### src/rtl/register_bank_8088_ctx_if.sv
// Bus bundle for the 8088-style register bank: write port, two read ports, context-transfer control.
// The master drives requests and indices; the slave (the bank) returns read data and status.
interface register_bank_8088_ctx_if #(
    parameter int DATA_W = 16,
    parameter int ADDR_W = 3
);
    logic              en_write;
    logic [ADDR_W-1:0] reg_write;
    logic [DATA_W-1:0] write_data;
    logic              size;
    logic              select_high_low;
    logic [ADDR_W-1:0] reg_read1;
    logic [ADDR_W-1:0] reg_read2;
    logic [DATA_W-1:0] read_data1;
    logic [DATA_W-1:0] read_data2;
    logic              ctx_start;
    logic              ctx_dir;
    logic              ctx_busy;
    logic              ctx_done;
    logic              write_dropped;

    modport master (
        output en_write, reg_write, write_data, size, select_high_low,
               reg_read1, reg_read2, ctx_start, ctx_dir,
        input  read_data1, read_data2, ctx_busy, ctx_done, write_dropped
    );

    modport slave (
        input  en_write, reg_write, write_data, size, select_high_low,
               reg_read1, reg_read2, ctx_start, ctx_dir,
        output read_data1, read_data2, ctx_busy, ctx_done, write_dropped
    );
endinterface

### src/rtl/register_bank_8088_ctx.sv
// General-purpose register bank with lane writes, two async read ports and a
// shadow bank filled/emptied one register per clock by a save/restore sequencer.
module register_bank_8088_ctx #(
    parameter int DATA_W   = 16,
    parameter int NUM_REGS = 8,
    parameter int ADDR_W   = $clog2(NUM_REGS),
    parameter int BYPASS   = 1
) (
    input  logic                    clk,
    input  logic                    reset,
    register_bank_8088_ctx_if.slave bus
);
    localparam int HALF_W = DATA_W / 2;

    typedef enum logic [1:0] {
        S_IDLE,
        S_COPY,
        S_DONE
    } state_t;

    state_t            state_q, state_d;
    logic [ADDR_W-1:0] idx_q, idx_d;
    logic              dir_q, dir_d;
    logic [DATA_W-1:0] main_q   [NUM_REGS];
    logic [DATA_W-1:0] main_d   [NUM_REGS];
    logic [DATA_W-1:0] shadow_q [NUM_REGS];
    logic [DATA_W-1:0] shadow_d [NUM_REGS];

    logic              busy;
    logic              wr_acc;
    logic [DATA_W-1:0] wr_val;
    logic [DATA_W-1:0] rd1, rd2;

    function automatic logic [DATA_W-1:0] lane_merge(
        input logic [DATA_W-1:0] old_val,
        input logic [DATA_W-1:0] data,
        input logic              full,
        input logic              high
    );
        if (full)      return data;
        else if (high) return {data[HALF_W-1:0], old_val[HALF_W-1:0]};
        else           return {old_val[DATA_W-1:HALF_W], data[HALF_W-1:0]};
    endfunction

    assign busy   = (state_q != S_IDLE);
    assign wr_acc = bus.en_write & ~busy;
    assign wr_val = lane_merge(main_q[bus.reg_write], bus.write_data,
                               bus.size, bus.select_high_low);

    // Forwarding is suppressed under reset so the read ports show the cleared bank.
    always_comb begin
        rd1 = main_q[bus.reg_read1];
        rd2 = main_q[bus.reg_read2];
        if (BYPASS != 0 && wr_acc && !reset) begin
            if (bus.reg_write == bus.reg_read1) rd1 = wr_val;
            if (bus.reg_write == bus.reg_read2) rd2 = wr_val;
        end
    end

    // NOTE: every always_comb output gets its default first, so no path can infer a latch.
    always_comb begin
        state_d  = state_q;
        idx_d    = idx_q;
        dir_d    = dir_q;
        main_d   = main_q;
        shadow_d = shadow_q;

        if (wr_acc) main_d[bus.reg_write] = wr_val;

        unique case (state_q)
            S_IDLE: begin
                if (bus.ctx_start) begin
                    dir_d   = bus.ctx_dir;
                    idx_d   = '0;
                    state_d = S_COPY;
                end
            end
            S_COPY: begin
                if (dir_q) main_d[idx_q]   = shadow_q[idx_q];
                else       shadow_d[idx_q] = main_q[idx_q];
                if (idx_q == ADDR_W'(NUM_REGS - 1)) state_d = S_DONE;
                else                                idx_d   = idx_q + ADDR_W'(1);
            end
            S_DONE:  state_d = S_IDLE;
            default: state_d = S_IDLE;
        endcase
    end

    // NOTE: both banks are reset explicitly because a mid-transfer reset must leave them all-zero.
    always_ff @(posedge clk or posedge reset) begin
        if (reset) begin
            state_q <= S_IDLE;
            idx_q   <= '0;
            dir_q   <= 1'b0;
            for (int i = 0; i < NUM_REGS; i++) begin
                main_q[i]   <= '0;
                shadow_q[i] <= '0;
            end
        end else begin
            state_q  <= state_d;
            idx_q    <= idx_d;
            dir_q    <= dir_d;
            main_q   <= main_d;
            shadow_q <= shadow_d;
        end
    end

    assign bus.read_data1    = rd1;
    assign bus.read_data2    = rd2;
    assign bus.ctx_busy      = busy;
    assign bus.ctx_done      = (state_q == S_DONE);
    assign bus.write_dropped = bus.en_write & busy;

endmodule

### src/flat_wrapper.sv
// flat-port wrapper written by rule: the top's interface ports become plain ports
module register_bank_8088_ctx_flat 
#(
    parameter int DATA_W   = 16,
    parameter int NUM_REGS = 8,
    parameter int ADDR_W   = $clog2(NUM_REGS),
    parameter int BYPASS   = 1
)
  (clk, reset, bus_en_write, bus_reg_write, bus_write_data, bus_size, bus_select_high_low, bus_reg_read1, bus_reg_read2, bus_ctx_start, bus_ctx_dir, bus_read_data1, bus_read_data2, bus_ctx_busy, bus_ctx_done, bus_write_dropped);
  register_bank_8088_ctx_if #(.DATA_W(DATA_W), .ADDR_W(ADDR_W)) bus_i ();
  input  logic clk;
  input  logic reset;
  input wire logic [$bits(bus_i.en_write)-1:0] bus_en_write;
  input wire logic [$bits(bus_i.reg_write)-1:0] bus_reg_write;
  input wire logic [$bits(bus_i.write_data)-1:0] bus_write_data;
  input wire logic [$bits(bus_i.size)-1:0] bus_size;
  input wire logic [$bits(bus_i.select_high_low)-1:0] bus_select_high_low;
  input wire logic [$bits(bus_i.reg_read1)-1:0] bus_reg_read1;
  input wire logic [$bits(bus_i.reg_read2)-1:0] bus_reg_read2;
  input wire logic [$bits(bus_i.ctx_start)-1:0] bus_ctx_start;
  input wire logic [$bits(bus_i.ctx_dir)-1:0] bus_ctx_dir;
  output wire logic [$bits(bus_i.read_data1)-1:0] bus_read_data1;
  output wire logic [$bits(bus_i.read_data2)-1:0] bus_read_data2;
  output wire logic [$bits(bus_i.ctx_busy)-1:0] bus_ctx_busy;
  output wire logic [$bits(bus_i.ctx_done)-1:0] bus_ctx_done;
  output wire logic [$bits(bus_i.write_dropped)-1:0] bus_write_dropped;
  assign bus_i.en_write = bus_en_write;
  assign bus_i.reg_write = bus_reg_write;
  assign bus_i.write_data = bus_write_data;
  assign bus_i.size = bus_size;
  assign bus_i.select_high_low = bus_select_high_low;
  assign bus_i.reg_read1 = bus_reg_read1;
  assign bus_i.reg_read2 = bus_reg_read2;
  assign bus_i.ctx_start = bus_ctx_start;
  assign bus_i.ctx_dir = bus_ctx_dir;
  assign bus_read_data1 = bus_i.read_data1;
  assign bus_read_data2 = bus_i.read_data2;
  assign bus_ctx_busy = bus_i.ctx_busy;
  assign bus_ctx_done = bus_i.ctx_done;
  assign bus_write_dropped = bus_i.write_dropped;
  register_bank_8088_ctx #(.DATA_W(DATA_W), .NUM_REGS(NUM_REGS), .ADDR_W(ADDR_W), .BYPASS(BYPASS)) u_core (.clk(clk), .reset(reset), .bus(bus_i));
endmodule
### config.mk
export PLATFORM = sky130hd
export DESIGN_NAME = register_bank_8088_ctx_flat
export DESIGN_NICKNAME = d
export VERILOG_FILES = /design/src/rtl/register_bank_8088_ctx_if.sv /design/src/rtl/register_bank_8088_ctx.sv /design/src/flat_wrapper.sv
export SDC_FILE = /design/constraint.sdc
export NUM_CORES = 1
export LEC_CHECK = 0
export CAP_MARGIN = 5
export CORE_MARGIN = 2
export CORE_UTILIZATION = 60
export DETAILED_ROUTE_END_ITERATION = 16
export HOLD_SLACK_MARGIN = 0.15
export PLACE_DENSITY_LB_ADDON = 0.3
export SLEW_MARGIN = 40
export SYNTH_ARGS = -nofsm -noshare
export SYNTH_HDL_FRONTEND = slang
export SYNTH_SLANG_ARGS = --single-unit
### constraint.sdc
create_clock -name clk -period 11.8 [get_ports clk]
set_clock_uncertainty 0.15 [all_clocks]
set_input_delay 1.18 -clock clk [delete_from_list [all_inputs] [get_ports clk]]
set_output_delay 1.18 -clock clk [all_outputs]
set_load 0.1 [all_outputs]
==> results.md, run 1 <==
* Worst vdd rail ir drop at between 150 and 200 uV
* FILL cells at between 2000 and 2500
* Cells along the critical path: clkdlybuf4s50_1 -> buf_4 -> nor3b_2 -> a2bb2oi_1 -> a41oi_2 -> nor2_1 -> a21oi_1 -> buf_2
* Starting density of the core at 0.6075
* Netlist Area Pre-Place at 0.01678 sq mm
* Endpoint, Worst Hold: u_core.shadow_q[106]
* Final TNS setup at 0 ns
* Deepest clock path buffer count at 3
* Num rows at 61
* CTS tree: built
* Cell count after synthesis at between 1500 and 2000
* Post-synthesis sequential area ratio at 0.3906
* Dominant cell type by area after synthesis: sky130_fd_sc_hd__dfrtp_1
* Slew Viols, Final at 0
* Status: finished clean
* First-pass iteration count of the detailed router at 8
* Iteration-0 DRC Markers at between 2000 and 2500
* Final-stage net count at between 1500 and 2000
* Area enclosed by the die boundary at 0.02933 sq mm
* Clock Tree Root: sky130_fd_sc_hd__clkbuf_16
* Mapped Nets at 1658
* Cell with the biggest individual delay on the critical path: sky130_fd_sc_hd__nor3b_2
* Number of enable-type register cells in the synthesized netlist at 0
* Post-DRT Antenna Nets at 0
* Worst EP required at roughly 10 ns
* Proportion of layout cells with a drive suffix above 1 at 0.2309
* Relative max-transition margin at 0.4127
* Area Growth Syn to Fin at 9.191%
* Startpoint-to-endpoint class of the critical path: input port to output port
* Endpoint of the worst register-to-register path: u_core.main_q[16]
* Clock latency reported for the late side of the worst-skew pair at roughly 0.55 ns
* Global-route wire length before repair at a little under 90000 um
* Total I/O pin count at 67
* Total number of vias at between 10000 and 15000
* DRC violation count after routing at 0
* Pin slew with the least headroom to its limit at ~0.88 ns
* Overflow left after global routing at 0
* Clk pin slew, worst setup/hold paths at ~0.060 ns
* Total power at around 6.0 mW
* Average vias per placed instance at 7.379
* Leak Pwr at between 7 and 8 nW
* Classification of the worst-slack hold path: flop to flop
* Number of antenna violations at the first check in global routing at 0
* Max-Cap Viols at 0
* Wirelength, routed at about 57000 um
* Post-cts sizing count at 0
* Period Utilization, post-route at 0.4718
* Fraction of synthesized cell area taken by the top area cell type at 0.3906
* Via count of the first global-routing pass at around 14000
* Y dimension of the die at about 170 um
* Worst Hold Slack at about 0.36 ns
* RePlAce Congestion at between 0.9 and 1
* TritonCTS sink count at around 260
* Total of hold buffers inserted after clock tree synthesis at 0
* Predominant post-synthesis flop cell: sky130_fd_sc_hd__dfrtp_1
* Worst-path maximum fanout at 38
* Avg Inst Size Synth at between 10 and 15 sq um
* Unrepaired setup endpoints after global routing: false
* Count of input and output buffers at 66
* Depth of the most critical reg-to-reg path at 6
* Capturing element type of the critical path: output port
* Worst Min Path Start: u_core.shadow_q[106]
* Max frequency at around 180 MHz
* CTS HTree Levels at 1
* Ranking of synthesized cells by area: sky130_fd_sc_hd__dfrtp_1 (39%), sky130_fd_sc_hd__mux4_2 (12%), sky130_fd_sc_hd__a21oi_1 (6.7%), sky130_fd_sc_hd__mux2_2 (5.0%), sky130_fd_sc_hd__mux2i_1 (4.1%)
* Pwr/cell area at roughly 330 mW/mm^2
* Crit Reg-Reg Startpoint: u_core.idx_q[0]
* Number of buffers created by CTS at 28
* Pin count of the biggest net entering global routing at 86
* Setup Fix Bufs, Post-CTS at 0
* Synth Register Bits at approximately 260
* FF-to-FF setup slack at 8.22 ns
* Die boundary width at 171.3 um
* Placed wire-length estimate after detailed placement at 36460 um
* Average wire per standard cell at 28.52 um
* Ant. Diodes at 0
* Min-Delay Path Depth at 1
* Final hold vios at 0
* Number of distinct standard cells referenced by the synthesized netlist at 97
* Post-route minimum period at between 5 and 6 ns
* Share of synthesized flip-flops with an asynchronous set or reset at 1.000
* Data arrival at the endpoint of the critical path at around 4.2 ns
* Kind of launch point of the worst setup path: input port
* Global router's overall resource usage at 0.3965
* Final setup vio count at 0
* Placeable core region at between 0.02 and 0.03 sq mm
* Yosys warns at 0
* Highest cell delay on the worst timing path at 0.72 ns
-- area by class of cell --
type,count,area (sq um),area share
clock buffer,41,870.8,0.04751
multi-input combinational,1210,9515,0.5192
clock inverter,8,71.32,0.003891
inverter,11,48.80,0.002662
sequential,262,6563,0.3581
tap,378,473.0,0.02581
timing repair buffer,105,785.8,0.04287
-- cell usage in the layout (no fill, tap or decap), types with 5 or more instances in the layout --
master,Yosys,routed
sky130_fd_sc_hd__a21boi_0,6,6
sky130_fd_sc_hd__a21boi_1,5,5
sky130_fd_sc_hd__a21oi_1,224,224
sky130_fd_sc_hd__a221oi_1,30,30
sky130_fd_sc_hd__a22o_1,5,5
sky130_fd_sc_hd__a22oi_1,62,62
sky130_fd_sc_hd__a31oi_1,31,31
sky130_fd_sc_hd__a32oi_1,5,5
sky130_fd_sc_hd__and3_1,13,13
sky130_fd_sc_hd__buf_2,60,38
sky130_fd_sc_hd__buf_4,14,32
sky130_fd_sc_hd__clkbuf_16,0,29
sky130_fd_sc_hd__clkbuf_8,0,10
sky130_fd_sc_hd__clkdlybuf4s50_1,0,28
sky130_fd_sc_hd__clkinv_2,0,5
sky130_fd_sc_hd__dfrtp_1,262,259
sky130_fd_sc_hd__inv_1,8,7
sky130_fd_sc_hd__mux2_2,75,75
sky130_fd_sc_hd__mux2i_1,68,68
sky130_fd_sc_hd__mux2i_2,6,6
sky130_fd_sc_hd__mux2i_4,8,8
sky130_fd_sc_hd__mux4_2,90,90
sky130_fd_sc_hd__nand2_1,84,82
sky130_fd_sc_hd__nand2b_1,18,18
sky130_fd_sc_hd__nand3_1,36,36
sky130_fd_sc_hd__nand3b_1,10,10
sky130_fd_sc_hd__nor2_1,181,169
sky130_fd_sc_hd__nor2_2,10,19
sky130_fd_sc_hd__nor2b_1,14,10
sky130_fd_sc_hd__nor2b_2,1,5
sky130_fd_sc_hd__nor3b_1,5,5
sky130_fd_sc_hd__o211ai_1,9,9
sky130_fd_sc_hd__o21a_1,18,18
sky130_fd_sc_hd__o21ai_0,59,59
sky130_fd_sc_hd__o21ai_1,28,28
sky130_fd_sc_hd__o2bb2ai_1,5,5
sky130_fd_sc_hd__xnor2_1,6,6
-- flip-flops by register name (all words and copies together) (netlist names) --
signal,count
u_core.shadow_q,128
u_core.idx_q,3
u_core.main_q,128
u_core.dir_q,1
u_core.state_q,2
-- power breakdown --
part,switching (mW),internal [mW],leakage (nW)
clock,0.368,0.529,0.470
sequential,0.495,1.35,3.06
combinational,2.03,1.20,3.78
-- per-stage QoR --
stage	cell area (sq um)	instances	setup slack (ns)	util
3_3_place_gp	17460	1962	5.335	0.6318
3_5_place_dp	17350	1964	6.228	0.6280
2_1_floorplan	16780	1624	0.5614	-
5_1_grt	18330	2015	6.107	0.6633
6_report	18330	2015	6.232	0.6633
4_1_cts	18290	2013	6.220	0.6621
-- worst max path at each step --
stage,start,to,slack [ns]
2_1_floorplan,reset,bus_read_data1[5],0.56
3_3_place_gp,reset,bus_read_data1[0],5.33
3_5_place_dp,bus_reg_write[2],bus_read_data2[5],6.23
4_1_cts,bus_reg_write[2],bus_read_data2[5],6.22
5_1_grt,reset,bus_read_data2[9],6.11
6_report,bus_reg_write[1],bus_read_data1[10],6.23
-- cells in the mapped netlist, types with 18 or more instances --
cell type,count
sky130_fd_sc_hd__a21oi_1,224
sky130_fd_sc_hd__a221oi_1,30
sky130_fd_sc_hd__a22oi_1,62
sky130_fd_sc_hd__a31oi_1,31
sky130_fd_sc_hd__buf_2,60
sky130_fd_sc_hd__clkbuf_1,49
sky130_fd_sc_hd__dfrtp_1,262
sky130_fd_sc_hd__mux2_2,75
sky130_fd_sc_hd__mux2i_1,68
sky130_fd_sc_hd__mux4_2,90
sky130_fd_sc_hd__nand2_1,84
sky130_fd_sc_hd__nand2b_1,18
sky130_fd_sc_hd__nand3_1,36
sky130_fd_sc_hd__nor2_1,181
sky130_fd_sc_hd__o21a_1,18
sky130_fd_sc_hd__o21ai_0,59
sky130_fd_sc_hd__o21ai_1,28
-- critical path, delay by kind of cell --
family	cells	cell delay, ns
and+or+nand+nor	2	0.83
buffers and inverters	3	1.34
AOI/OAI and AO/OA	3	0.85
-- per-layer routing --
metal	global-route usage	up-vias	routed length [um]
met5	0	-	0
met4	0.2358	0	3796
met3	0.1127	291	8243
met2	0.5712	1303	24480
met1	0.5369	7139	20960
li1	-	6135	-
-- kinds of logic after synthesis --
| logic type | synth area share |
|---|---|
| AOI/OAI and AO/OA | 0.2099 |
| xor gates and xnor gates | 0.003131 |
| adders and majority gates | 0.001491 |
| buffers and inverters | 0.04734 |
| DFF | 0.3906 |
| muxes | 0.2326 |
| and+or+nand+nor | 0.1149 |
No activity file was read; power rests on OpenSTA's default activity.
==> run 2: changes to the inputs <==
==> constraint.sdc (replaced) <==
create_clock -name clk -period 5.2 [get_ports clk]
set_clock_uncertainty 0.15 [all_clocks]
set_input_delay 0.52 -clock clk [delete_from_list [all_inputs] [get_ports clk]]
set_output_delay 0.52 -clock clk [all_outputs]
set_load 0.1 [all_outputs]
==> run 2 against run 1 <==
Largest power group unchanged. Non-clock buffer count up 12. Global-route usage grew 0.56 points. Register-to-register slack worse by 6.3 ns. Critical path type unchanged. Highest routed layer is now met5.
==> results.md, run 2 (same netlist as run 1, synthesis figures left out) <==
* Clock latency reported for the late side of the worst-skew pair at 0.58 ns (+0.03 ns)
* Count of non-filler cells in the finished layout at 2028 (+0.65%)
* TritonCTS sink count at 262 (unchanged)
* Placeable core region at 0.02763 sq mm (unchanged)
* Total I/O pin count at 67 (unchanged)
* Kind of launch point of the worst setup path: input port
* Average wire per standard cell at 28.88 um (+1.3%)
* Layer with the highest usage: met2
* Number of buffers created by CTS at 29 (+3.6%)
* Y dimension of the die at 171.3 um (unchanged)
* First-pass iteration count of the detailed router at 7 (-1)
* Placed wire-length estimate after detailed placement at 38150 um (+4.7%)
* Final TNS setup at 0 ns (unchanged)
* Overflow left after global routing at 0 (unchanged)
* Ant. Diodes at 0 (unchanged)
* Pin slew with the least headroom to its limit at 0.9332 ns (+0.05321 ns)
* Count of input and output buffers at 66 (unchanged)
* Worst-path maximum fanout at 21 (-45%)
* Met2 track utilization from global routing at 0.5847 (+0.01350)
* Final Util at 0.7016 (+0.03827)
* Final-stage net count at 1665 (+0.79%)
* Max frequency at between 200 and 250 MHz
* CTS tree: built
* Via count of the first global-routing pass at 14450 (+1.2%)
* Global-route wire length before repair at 88010 um (+1.7%)
* Total power at 14.34 mW (+140%)
* Worst vdd rail ir drop at 482.5 uV (+210%)
* Final setup vio count at 0 (unchanged)
* Leak Pwr at 7.527 nW (+2.9%)
* Wirelength, routed at 58580 um (+1.9%)
* Total of hold buffers inserted after clock tree synthesis at 1 (+1)
* Pin count of the biggest net entering global routing at 83 (-3.5%)
* Pre-CTS setup slack at 1.298 ns (-4.930 ns)
* Num rows at 61 (unchanged)
* FILL cells at 1984 (-8.7%)
* Deepest clock path buffer count at 3 (unchanged)
* Met1 GRT Util at 0.5356 (-0.001280)
* Max-Cap Viols at 0 (unchanged)
* Proportion of layout cells with a drive suffix above 1 at 0.2570 (+0.02606)
* Global router's overall resource usage at 0.4021 (+0.005649)
* Post-route minimum period at approximately 4 ns
* FF/Latch Area at 0.006565 sq mm (about the same)
* Pwr/cell area at 739.6 mW/mm^2 (+130%)
* Final standard cell area without fillers at 0.01938 sq mm (+5.8%)
* Startpoint-to-endpoint class of the critical path: input port to output port
* Post-placement cell area at 0.01843 sq mm (+6.2%)
* Post-DRT Antenna Nets at 0 (unchanged)
* Most common cell after layout, fill and taps aside: sky130_fd_sc_hd__dfrtp_1
* CTS HTree Levels at 1 (unchanged)
* Worst Slack Setup Final at 1.119 ns (-5.113 ns)
* Slew Viols, Final at 0 (unchanged)
* RePlAce Congestion at 1.011 (+5.0%)
* Classification of the worst-slack hold path: flop to flop
* Setup Fix Bufs, Post-CTS at 0 (unchanged)
* Die boundary width at 171.3 um (unchanged)
* Unrepaired setup endpoints after global routing: false
* Worst EP required at 4.53 ns (-5.94 ns)
* Average vias per placed instance at 7.431 (+0.71%)
* Period Utilization, post-route at 0.7848
* Largest registers: u_core.main_q: 128 flops, u_core.shadow_q: 128 flops, u_core.idx_q: 3 flops
* Multi-input combinational cell area at 0.009948 sq mm (+4.5%)
* Worst Hold Slack at 0.3553 ns (-0.001137 ns)
* Post-cts sizing count at 0 (unchanged)
* Iteration-0 DRC Markers at 2916 (+21%)
* Met3 Usage GRT at 0.1314 (+0.01864)
* Area enclosed by the die boundary at 0.02933 sq mm (unchanged)
* Data arrival at the endpoint of the critical path at 3.41 ns (-0.83 ns)
* Clock Tree Root: sky130_fd_sc_hd__clkbuf_16
* Area Growth Syn to Fin at 15.49%
* Capturing element type of the critical path: output port
* Number of antenna violations at the first check in global routing at 0 (unchanged)
* Relative max-transition margin at 0.3763 (-0.03635)
* Clk pin slew, worst setup/hold paths at 0.06 ns (about the same)
* Starting density of the core at 0.6075 (unchanged)
* DRC violation count after routing at 0 (unchanged)
* Final hold vios at 0 (unchanged)
* Number of instances in the placed design at 1975 (+0.56%)
* Status: finished clean
* Total number of vias at 15070 (+1.4%)
* Commonest non-fill, non-tap cells in the layout: sky130_fd_sc_hd__dfrtp_1 (259), sky130_fd_sc_hd__a21oi_1 (213), sky130_fd_sc_hd__nor2_1 (168)
run 2: cell count changes in the layout (fill, tap and decap cells not counted), moves of 6 or more:
cell / before / now
sky130_fd_sc_hd__a21oi_1: 224 / 213
sky130_fd_sc_hd__mux2i_1: 68 / 54
sky130_fd_sc_hd__clkbuf_8: 10 / 4
sky130_fd_sc_hd__a21oi_4: 0 / 11
sky130_fd_sc_hd__buf_12: 0 / 37
sky130_fd_sc_hd__buf_4: 32 / 42
sky130_fd_sc_hd__mux2i_4: 8 / 22
sky130_fd_sc_hd__o21ai_4: 0 / 9
sky130_fd_sc_hd__o21ai_0: 59 / 53
sky130_fd_sc_hd__buf_2: 38 / 5
run 2: layout make-up:
type | count | area share
multi-input combinational | 1210 | 0.5132
sequential | 262 | 0.3387
timing repair buffer | 117 | 0.07481
clock buffer | 35 | 0.04066
tap | 378 | 0.02440
clock inverter | 15 | 0.005938
inverter | 11 | 0.002324
run 2: worst paths after layout:
kind	start	end	slack, ns	cells after the start
max	reset	bus_read_data2[15]	1.12	8
min reg2reg	u_core.shadow_q[106]	u_core.shadow_q[106]	0.36	1
min in group asynchronous	reset	u_core.shadow_q[47]	0.66	3
min	u_core.shadow_q[106]	u_core.shadow_q[106]	0.36	1
max reg2reg	u_core.idx_q[0]	u_core.main_q[0]	1.95	6
max in group asynchronous	reset	u_core.main_q[105]	2.84	6
run 2: worst max-delay path: stages:
cell and delay [ns]:
sky130_fd_sc_hd__dlygate4sd3_1 0.52, sky130_fd_sc_hd__clkdlybuf4s50_1 0.52, sky130_fd_sc_hd__clkinvlp_4 0.31, sky130_fd_sc_hd__and3_1 0.28
sky130_fd_sc_hd__nand4_1 0.07, sky130_fd_sc_hd__buf_4 0.57, sky130_fd_sc_hd__mux2i_4 0.37, sky130_fd_sc_hd__buf_12 0.20
run 2: per-layer routing:
| layer | routed length, um | part of all wire |
|---|---|---|
| met1 | 21240 | 0.36 |
| met4 | 3797 | 0.065 |
| met3 | 8307 | 0.14 |
| met5 | 77 | 0.0013 |
| met2 | 25150 | 0.43 |
run 2: power breakdown:
part	switching (mW)	total, mW	internal (mW)
registers	1.24	4.30	3.06
clock network	0.884	2.01	1.12
logic	4.73	8.03	3.29
total	6.86	14.3	7.48
==> run 3: changes to the inputs <==
==> constraint.sdc (replaced) <==
create_clock -name clk -period 3.99 [get_ports clk]
set_clock_uncertainty 0.15 [all_clocks]
set_input_delay 0.399 -clock clk [delete_from_list [all_inputs] [get_ports clk]]
set_output_delay 0.399 -clock clk [all_outputs]
set_load 0.1 [all_outputs]
==> run 3 against run 2 <==
Die area unchanged. Flip-flop and latch count did not move. Combinational power increased by 32%. Cell count grew 1.3%.
==> results.md, run 3 (same netlist as run 1, synthesis figures left out) <==
* Final-stage net count at 1690 (+1.5%)
* Status: finished clean
* Final hold vios at 0 (unchanged)
* Global-route wire length before repair at 89510 um (+1.7%)
* Area Growth Syn to Fin at 16.99%
* Post-route minimum period at approximately 3.6 ns
* DRC violation count after routing at 0 (unchanged)
* Total I/O pin count at 67 (unchanged)
* Most common cell after layout, fill and taps aside: sky130_fd_sc_hd__dfrtp_1
* Deepest clock path buffer count at 3 (unchanged)
* Period Utilization, post-route at 0.8955
* Routed metal-1 wirelength at 20790 um (-2.1%)
* Classification of the worst-slack hold path: input port to flop
* Commonest non-fill, non-tap cells in the layout: sky130_fd_sc_hd__dfrtp_1 (259), sky130_fd_sc_hd__a21oi_1 (213), sky130_fd_sc_hd__nor2_1 (171)
* Cells along the critical path: clkdlybuf4s50_1 -> nor2b_1 -> o221ai_1 -> o32a_1 -> nor2_1 -> a21oi_4 -> buf_12
* RePlAce Congestion at 1.047 (+3.6%)
* Total power at 19.15 mW (+34%)
* Number of antenna violations at the first check in global routing at 1 (+1)
* Post-DRT Antenna Nets at 0 (unchanged)
* Starting density of the core at 0.6075 (unchanged)
* Pwr/cell area at 975.2 mW/mm^2 (+32%)
* Top metal layer carrying routed signals: met5
* Total length of routed met3 wires at 9018 um (+8.6%)
* Via count of the first global-routing pass at 15110 (+4.6%)
* Setup Fix Bufs, Post-CTS at 0 (unchanged)
* Num rows at 61 (unchanged)
* Total of hold buffers inserted after clock tree synthesis at 0 (-1)
* Data arrival at the endpoint of the critical path at 3.02 ns (-0.39 ns)
* Y dimension of the die at 171.3 um (unchanged)
* Startpoint-to-endpoint class of the critical path: input port to output port
* Area enclosed by the die boundary at 0.02933 sq mm (unchanged)
* Placeable core region at 0.02763 sq mm (unchanged)
* TritonCTS sink count at 262 (unchanged)
* Final TNS setup at 0 ns (unchanged)
* Ant. Diodes at 0 (unchanged)
* CTS tree: built
* Global router's overall resource usage at 0.4095 (+0.007368)
* Max frequency at roughly 280 MHz
* Unrepaired setup endpoints after global routing: false
* Worst-path maximum fanout at 10 (-52%)
* Worst vdd rail ir drop at 758.1 uV (+57%)
* CTS HTree Levels at 1 (unchanged)
* Overflow left after global routing at 0 (unchanged)
* Worst EP required at 3.44 ns (-1.09 ns)
* Pin slew with the least headroom to its limit at 0.9310 ns (-0.002220 ns)
* Average wire per standard cell at 29.06 um (+0.60%)
* Leak Pwr at 7.685 nW (+2.1%)
* Clock latency reported for the late side of the worst-skew pair at 0.60 ns (+0.02 ns)
* Count of input and output buffers at 66 (unchanged)
* Clock Tree Root: sky130_fd_sc_hd__clkbuf_16
* Post-cts sizing count at 0 (unchanged)
* Slew Viols, Final at 0 (unchanged)
* Max-Cap Viols at 0 (unchanged)
* Capturing element type of the critical path: output port
* Pin count of the biggest net entering global routing at 69 (-17%)
* Average vias per placed instance at 7.446 (+0.21%)
* Final setup vio count at 0 (unchanged)
* FF-to-FF setup slack at 0.93 ns (-1.02 ns)
* Total number of vias at 15300 (+1.5%)
* Highest cell delay on the worst timing path at 0.75 ns (+0.18 ns)
* Cell with the biggest individual delay on the critical path: sky130_fd_sc_hd__clkdlybuf4s50_1
* Die boundary width at 171.3 um (unchanged)
* Wirelength, routed at 59680 um (+1.9%)
* Largest registers: u_core.main_q: 128 flops, u_core.shadow_q: 128 flops, u_core.idx_q: 3 flops
* Routed wl met2 at 25680 um (+2.1%)
* Relative max-transition margin at 0.3778 (+0.001484)
* Number of buffers created by CTS at 30 (+3.4%)
* First-pass iteration count of the detailed router at 7 (unchanged)
* Iteration-0 DRC Markers at 2658 (-8.8%)
* Clk pin slew, worst setup/hold paths at 0.06 ns (about the same)
* Placed wire-length estimate after detailed placement at 39390 um (+3.2%)
* Kind of launch point of the worst setup path: input port
* Proportion of layout cells with a drive suffix above 1 at 0.2649 (+0.007947)
==> run 3: layout make-up <==
| class | count | area (sq um) |
|---|---|---|
| clock buffers | 42 | 875.8 |
| fillers | 1975 | 7993 |
| multi-input cells | 1210 | 9923 |
| flip-flops and latches | 262 | 6565 |
| repair buffers | 141 | 1602 |
| inverters | 11 | 45.04 |
| clock inverters | 10 | 152.6 |
| well taps | 378 | 473.0 |
==> run 3: report_power, final <==
part	internal [mW]	switching [mW]	total [mW]
sequential	3.99	1.66	5.65
clock	1.71	1.17	2.89
combinational	4.35	6.26	10.6
==> run 3: layer usage <==
| layer | vias to the layer above | global-route usage |
|---|---|---|
| met5 | - | 0.006957 |
| met2 | 1371 | 0.5978 |
| met3 | 361 | 0.1408 |
| li1 | 6226 | - |
| met4 | 2 | 0.2476 |
| met1 | 7335 | 0.5285 |
==> run 3: metrics by stage <==
step	utilization	setup slack (ns)	cell area, sq um	cells	hold WS, ns
after floorplan	-	-2.465	17290	1624	0.3219
after global placement	0.6707	0.5131	18530	1998	0.3343
after detailed placement	0.6719	0.5207	18560	2000	0.3398
after CTS	0.7091	0.4601	19590	2052	0.2562
after global routing	0.7107	0.3237	19640	2054	0.2568
final	0.7107	0.4170	19640	2054	0.2646
==> run 3: worst paths after layout <==
kind	endpoint	start	depth (start not counted)
max	bus_read_data2[2]	bus_select_high_low	7
min	u_core.dir_q	bus_ctx_dir	2
max reg2reg	u_core.shadow_q[11]	u_core.idx_q[0]	5
min reg2reg	u_core.shadow_q[74]	u_core.shadow_q[74]	1
max in group asynchronous	u_core.idx_q[0]	reset	4
min in group asynchronous	u_core.main_q[49]	reset	3
==> run 3: critical path: cells and delay by family <==
family / cells / cell delay [ns]
buf+inv: 2 / 0.94
simple gates: 2 / 0.86
compound gates: 3 / 0.80
